==> config.mk <==
export PLATFORM = sky130hd
export DESIGN_NAME = alu_issue_stage
export DESIGN_NICKNAME = d
export VERILOG_FILES = /design/src/rtl/alu_issue_stage.sv
export SDC_FILE = /design/constraint.sdc
export NUM_CORES = 1
export LEC_CHECK = 0
export ABC_CLOCK_PERIOD_IN_PS = 5450
export BUFFER_PORTS_ARGS = -buffer_cell sky130_fd_sc_hd__buf_2
export CELL_PAD_IN_SITES_DETAIL_PLACEMENT = 0
export CELL_PAD_IN_SITES_GLOBAL_PLACEMENT = 1
export CORE_MARGIN = 4
export CORE_UTILIZATION = 35
export CTS_CLUSTER_DIAMETER = 40
export DETAILED_ROUTE_END_ITERATION = 6
export PLACE_DENSITY_LB_ADDON = 0.2
export REMOVE_ABC_BUFFERS = 1
export SYNTH_ARGS = -nofsm -noshare
export SYNTH_HDL_FRONTEND = slang
export SYNTH_SLANG_ARGS = --single-unit
==> constraint.sdc <==
create_clock -name clk -period 5.45 [get_ports clk]
set_input_delay 1.3625 -clock clk [delete_from_list [all_inputs] [get_ports clk]]
set_output_delay 1.3625 -clock clk [all_outputs]
set_load 0.03 [all_outputs]
==> src/rtl/alu_issue_stage.sv <==
// RV32I ALU issue stage: decodes one instruction per handshake into
// ALU control and operands, held in the ID/EX register.
module alu_issue_stage #(
  parameter int XLEN = 32
) (
  input  logic            clk,
  input  logic            rst,
  input  logic            in_valid,
  output logic            in_ready,
  input  logic [31:0]     instr,
  input  logic [XLEN-1:0] pc,
  input  logic [XLEN-1:0] rs1_data,
  input  logic [XLEN-1:0] rs2_data,
  input  logic            flush,
  output logic            out_valid,
  input  logic            out_ready,
  output logic [3:0]      alu_ctrl,
  output logic [XLEN-1:0] alu_d1,
  output logic [XLEN-1:0] alu_d2,
  output logic [4:0]      rd_addr,
  output logic            reg_write,
  output logic            illegal
);

  localparam logic [3:0] C_ADD  = 4'b0000;
  localparam logic [3:0] C_SUB  = 4'b0001;
  localparam logic [3:0] C_SLT  = 4'b0010;
  localparam logic [3:0] C_SLTU = 4'b0011;
  localparam logic [3:0] C_SLL  = 4'b0101;
  localparam logic [3:0] C_SRL  = 4'b0110;
  localparam logic [3:0] C_SRA  = 4'b0111;
  localparam logic [3:0] C_AND  = 4'b1000;
  localparam logic [3:0] C_OR   = 4'b1001;
  localparam logic [3:0] C_XOR  = 4'b1010;

  localparam logic [6:0] OP_R   = 7'b0110011;
  localparam logic [6:0] OP_I   = 7'b0010011;
  localparam logic [6:0] OP_LUI = 7'b0110111;
  localparam logic [6:0] OP_AUI = 7'b0010111;
  localparam logic [6:0] OP_LD  = 7'b0000011;
  localparam logic [6:0] OP_ST  = 7'b0100011;
  localparam logic [6:0] OP_BR  = 7'b1100011;
  localparam logic [6:0] OP_JAL = 7'b1101111;
  localparam logic [6:0] OP_JR  = 7'b1100111;

  localparam logic [6:0] F7_0 = 7'b0000000;
  localparam logic [6:0] F7_A = 7'b0100000;

  logic [6:0]  opcode;
  logic [2:0]  f3;
  logic [6:0]  f7;
  logic [4:0]  rd;
  logic [31:0] imm_i;
  logic [31:0] imm_s;
  logic [31:0] imm_u;
  logic [31:0] shamt;

  assign opcode = instr[6:0];
  assign f3     = instr[14:12];
  assign f7     = instr[31:25];
  assign rd     = instr[11:7];
  assign imm_i  = {{20{instr[31]}}, instr[31:20]};
  assign imm_s  = {{20{instr[31]}}, instr[31:25], instr[11:7]};
  assign imm_u  = {instr[31:12], 12'h000};
  assign shamt  = {27'b0, instr[24:20]};

  // funct3 to ALU code for the shared R/I arithmetic map
  function automatic logic [3:0] f3_code(input logic [2:0] f);
    logic [3:0] c;
    c = C_ADD;
    unique case (f)
      3'b000: c = C_ADD;
      3'b001: c = C_SLL;
      3'b010: c = C_SLT;
      3'b011: c = C_SLTU;
      3'b100: c = C_XOR;
      3'b101: c = C_SRL;
      3'b110: c = C_OR;
      3'b111: c = C_AND;
      default: c = C_ADD;
    endcase
    return c;
  endfunction

  logic        accept;
  logic [3:0]  d_ctrl;
  logic [31:0] d_a;
  logic [31:0] d_b;
  logic        d_wr;
  logic        d_ill;
  logic        d_rw;

  assign in_ready = !flush && (!out_valid || out_ready);
  assign accept   = in_valid && in_ready;

  // decode instruction word into ALU control, operands and flags
  always_comb begin
    d_ctrl = C_ADD;
    d_a    = '0;
    d_b    = '0;
    d_wr   = 1'b0;
    d_ill  = 1'b0;
    d_rw   = 1'b0;
    unique case (opcode)
      OP_R: begin
        d_a  = rs1_data;
        d_b  = rs2_data;
        d_wr = 1'b1;
        if (f7 == F7_0)
          d_ctrl = f3_code(f3);
        else if (f7 == F7_A && f3 == 3'b000)
          d_ctrl = C_SUB;
        else if (f7 == F7_A && f3 == 3'b101)
          d_ctrl = C_SRA;
        else
          d_ill = 1'b1;
      end
      OP_I: begin
        d_a    = rs1_data;
        d_b    = imm_i;
        d_wr   = 1'b1;
        d_ctrl = f3_code(f3);
        if (f3 == 3'b001) begin
          d_b   = shamt;
          d_ill = (f7 != F7_0);
        end else if (f3 == 3'b101) begin
          d_b = shamt;
          if (f7 == F7_A)
            d_ctrl = C_SRA;
          else if (f7 != F7_0)
            d_ill = 1'b1;
        end
      end
      OP_LUI: begin
        d_b  = imm_u;
        d_wr = 1'b1;
      end
      OP_AUI: begin
        d_a  = pc;
        d_b  = imm_u;
        d_wr = 1'b1;
      end
      OP_LD: begin
        d_a  = rs1_data;
        d_b  = imm_i;
        d_wr = 1'b1;
      end
      OP_ST: begin
        d_a = rs1_data;
        d_b = imm_s;
      end
      OP_BR: begin
        d_a = rs1_data;
        d_b = rs2_data;
        unique case (f3[2:1])
          2'b00: d_ctrl = C_SUB;
          2'b10: d_ctrl = C_SLT;
          2'b11: d_ctrl = C_SLTU;
          default: d_ill = 1'b1;
        endcase
      end
      OP_JAL: begin
        d_a  = pc;
        d_b  = 32'd4;
        d_wr = 1'b1;
      end
      OP_JR: begin
        d_a   = pc;
        d_b   = 32'd4;
        d_wr  = 1'b1;
        d_ill = (f3 != 3'b000);
      end
      default: d_ill = 1'b1;
    endcase
    if (d_ill) begin
      d_ctrl = C_ADD;
      d_a    = '0;
      d_b    = '0;
    end
    d_rw = d_wr && !d_ill && (rd != 5'd0);
  end

  // ID/EX register: load on accept, drop valid on consume or flush
  always_ff @(posedge clk or posedge rst) begin
    if (rst) begin
      out_valid <= 1'b0;
      alu_ctrl  <= C_ADD;
      alu_d1    <= '0;
      alu_d2    <= '0;
      rd_addr   <= '0;
      reg_write <= 1'b0;
      illegal   <= 1'b0;
    end else begin
      if (flush)
        out_valid <= 1'b0;
      else if (accept)
        out_valid <= 1'b1;
      else if (out_ready)
        out_valid <= 1'b0;
      if (accept) begin
        alu_ctrl  <= d_ctrl;
        alu_d1    <= d_a;
        alu_d2    <= d_b;
        rd_addr   <= rd;
        reg_write <= d_rw;
        illegal   <= d_ill;
      end
    end
  end

endmodule

==> results by group <==
Synthesis
  – Compound-Gate Fraction of Synth Area: between 20% and 30%
  – Syn avg cell area: approximately 10 um^2
  – Post-synth EDFFs: 0
  – #FFs+latches synth: 76
  – Synth async-reset ratio: 100%
  – Main combinational cell family by area after synthesis: compound AO/OA/AOI/OAI gates
  – Synth Area in XOR/XNOR: less than 1%
  – Seq/Total Area, Yosys: 49.5%
  – Mux contribution to synthesized area: under 10%
  – Synth Area in Simple Gates: 13.9%
  – Synth Cell Area: 0.00384 mm^2
  – Mapped Cells: around 390
  – Synth Area in Adders: less than 1%
  – Synthesis warning total: 0
  – Commonest register cell after synthesis: dfrtp_1
  – Distinct cells, synth: 48

Floorplan
  – Core area: approximately 0.011 mm^2
  – Die Wd: approximately 110 um
  – Initial core utilization: 36.5%
  – Die Ht: roughly 110 um
  – Area of the die: 0.0127 mm^2
  – Core Rows: 37
  – Io pins: between 200 and 250

STA
  – Final hold vios: 0
  – Final Max Tran Viols: 0
  – Final setup fails: 0
  – Fin crit period: 3.34 ns
  – Final Cycle Share: ~61%
  – Layout Skew: 0.00563 ns
  – Rel. slew slack: approximately 29%
  – RSZ-0062 raised after global routing: false
  – Slew of the pin with the lowest slew margin: about 1.1 ns
  – Fmax: ~0.30 GHz
  – Setup_tns: 0 ns

Setup path
  – Setup crit end kind: flop
  – R2R depth: 5
  – Worst-path maximum fanout: between 50 and 60
  – Largest stage delay, worst path: 0.68 ns
  – Number of cells on the critical path: 6
  – CP delay by family, top: simple AND/OR/NAND/NOR gates
  – WS Path Type: input port to flop
  – CP Cell Sequence: buf_2, nor4bb_1, nand3b_1, a211oi_1, or3_4, o21ai_0
  – Crit path DAT: between 3 and 4 ns
  – Crit path required time: approximately 5.6 ns
  – Crit-path slowest cell: or3_4
  – Worst path buffer plus inverter count: 1
  – CP startpoint kind: input port

Clocking
  – Cts repair resizes: 0
  – CTS Buf Count: 9
  – Deepest clock path buffer count: 2
  – Hold Buf Count CTS: 0
  – TritonCTS clock tree: built
  – Clock Latency Late Sink: approximately 0.34 ns
  – H-tree levels: 3
  – CTS Sinks: between 70 and 80
  – Post-CTS Setup Bufs: 0
  – Root buffer cell: clkbuf_8
  – Worst-path clk slew: ~0.07 ns

Place
  – Buffers added on ports: about 210
  – DP HPWL: slightly above 9000 um
  – Final GP Congestion: 0.863

Finish
  – P&R area growth vs syn: 34.8%
  – Register area: ~0.0019 mm^2
  – Ratio of cells with drive above 1 in the final layout: a little under half
  – Number of diodes: 0
  – Nets@finish: slightly above 700
  – Number of fill cells: between 1,000 and 1,500
  – Multi-input gate area: 0.00180 mm^2

Global routing
  – Gr usage total: ~20%
  – Largest net degree at the start of global routing: a little under 80
  – Vias in the first global route: approximately 3,800
  – GR Overflow Total: 0
  – First-pass GRT wire length: 20,100 um
  – Antenna violations before repair: 0

Routing
  – Pre-Repair DR Iteration Count: 5
  – Routed WL: ~13,000 um
  – Drt via density: roughly 5.4
  – WL per Instance: about 18 um
  – Number of DRC markers in iteration 0: around 210
  – DRC: 0
  – Post-route ant nets: 0
  – Via count: between 3,000 and 4,000

Worst hold path
  – Worst min-delay path category: flop to flop
  – Min-Delay Path Depth: 2

Pwr
  – Tot Pwr: ~1.2 mW
  – PwrDens: between 200 and 250 mW/mm^2
  – VDD IR max: between 0.1 and 0.15 mV
  – Static leakage: 2.54 nW

Run
  – Total of max-cap violations: 0

Run status
  – Outcome: finished clean
[synth_stat cells, drive strengths merged (3+ instances only)]
library cell   n  area (um^2)
dfrtp         76         1900
nand2         63          236
o21ai         60          375
a22oi         34          255
clkbuf        26          101
a221oi        20          175
a22o          10         87.6
nor2           9         33.8
buf            8         56.3
a21oi          7         35.0
a32o           7         70.1
mux2           5         56.3
a222oi         4         40.0
inv            4         15.0
nor2b          4         25.0
nor3           4         25.0
or2            4         25.0
ha             3         37.5
nand3b         3         22.5
nor4           3         18.8
o31ai          3         22.5
[metal layers]
layer  vias up  part of all wire [%]  wire length (um)  global-route usage [%]
li1       1833                     -                 -                       -
met1      1845                    40              5070                    24.7
met2       163                    50              6400                    32.8
met3        15                   8.8              1130                    5.78
met4         0                   1.2               157                    4.73
met5         -                     0                 0                       0
[layout by cell type, fill, tap and decap left out, types with 3 or more instances in the layout]
master    instances
nor2_1            9
a221oi_1         20
nor3_1            3
o21ai_2          20
buf_4             6
a21oi_1           6
nand3b_1          3
a22oi_1          34
o21ai_1           4
ha_1              3
buf_2           209
o21ai_0          36
or2_2             4
a222oi_1          4
clkinv_2          3
dfrtp_1          76
nor4_1            3
mux2_2            5
nor2b_1           4
clkbuf_8          9
a32o_1            7
nand2_1          63
inv_1             3
a22o_1           10
[power breakdown]
group	switching [mW]	leakage, nW	total [mW]	internal (mW)
sequential	0.00421	1.04	0.576	0.572
clock	0.202	0.105	0.454	0.252
combinational	0.0963	1.39	0.161	0.0647
[sequential cells by signal (all words and copies together), names as in the netlist]
signal,count
reg_write,1
rd_addr,5
alu_ctrl,4
out_valid,1
alu_d2,32
illegal,1
alu_d1,32
[final timing paths]
kind	from	to	slack (ns)
worst min-delay path	alu_d1[31]	alu_d1[31]	0.47
worst max-delay path	instr[6]	alu_d1[27]	2.11
max in group asynchronous	rst	alu_d2[0]	3.40
min in group asynchronous	rst	alu_d1[17]	1.12
worst min register to register	alu_d1[31]	alu_d1[31]	0.47
worst max register to register	out_valid	alu_d1[27]	3.01
[metrics by stage]
| stage | utilization, % | hold WS, ns | cells | instance area (um^2) | worst slack (ns) |
|---|---|---|---|---|---|
| 2_1_floorplan | - | 0.651 | 351 | 3680 | 1.38 |
| 5_1_grt | 49.3 | 0.492 | 716 | 5180 | 1.72 |
| 3_3_place_gp | 47.3 | 0.457 | 702 | 4970 | 1.90 |
| 4_1_cts | 49.3 | 0.475 | 716 | 5180 | 2.13 |
| 6_report | 49.3 | 0.471 | 716 | 5180 | 2.11 |
| 3_5_place_dp | 47.3 | 0.458 | 702 | 4970 | 1.78 |
[kinds of logic after synthesis]
family / count (synthesis)
buf+inv: 38
flops: 76
fa+ha+maj: 3
mux: 5
compound gates: 153
simple gates: 108
xor+xnor: 2
[area by class of cell]
type	count	area share (%)
inverters	4	0.314
well taps	136	3.29
clock buffers	9	2.39
clock inverters	5	1.52
flip-flops and latches	76	36.7
repair buffers	215	21.1
multi-input cells	271	34.7
[worst reg2reg max path, cell delays in order, from the launching register on]
cell and delay, ns:
dfrtp_1 0.38, nor2b_1 0.16, or3b_2 0.53, a211o_1 0.35, or3_4 0.61, o21ai_0 0.33
No activity file was read; power rests on OpenSTA's default activity.
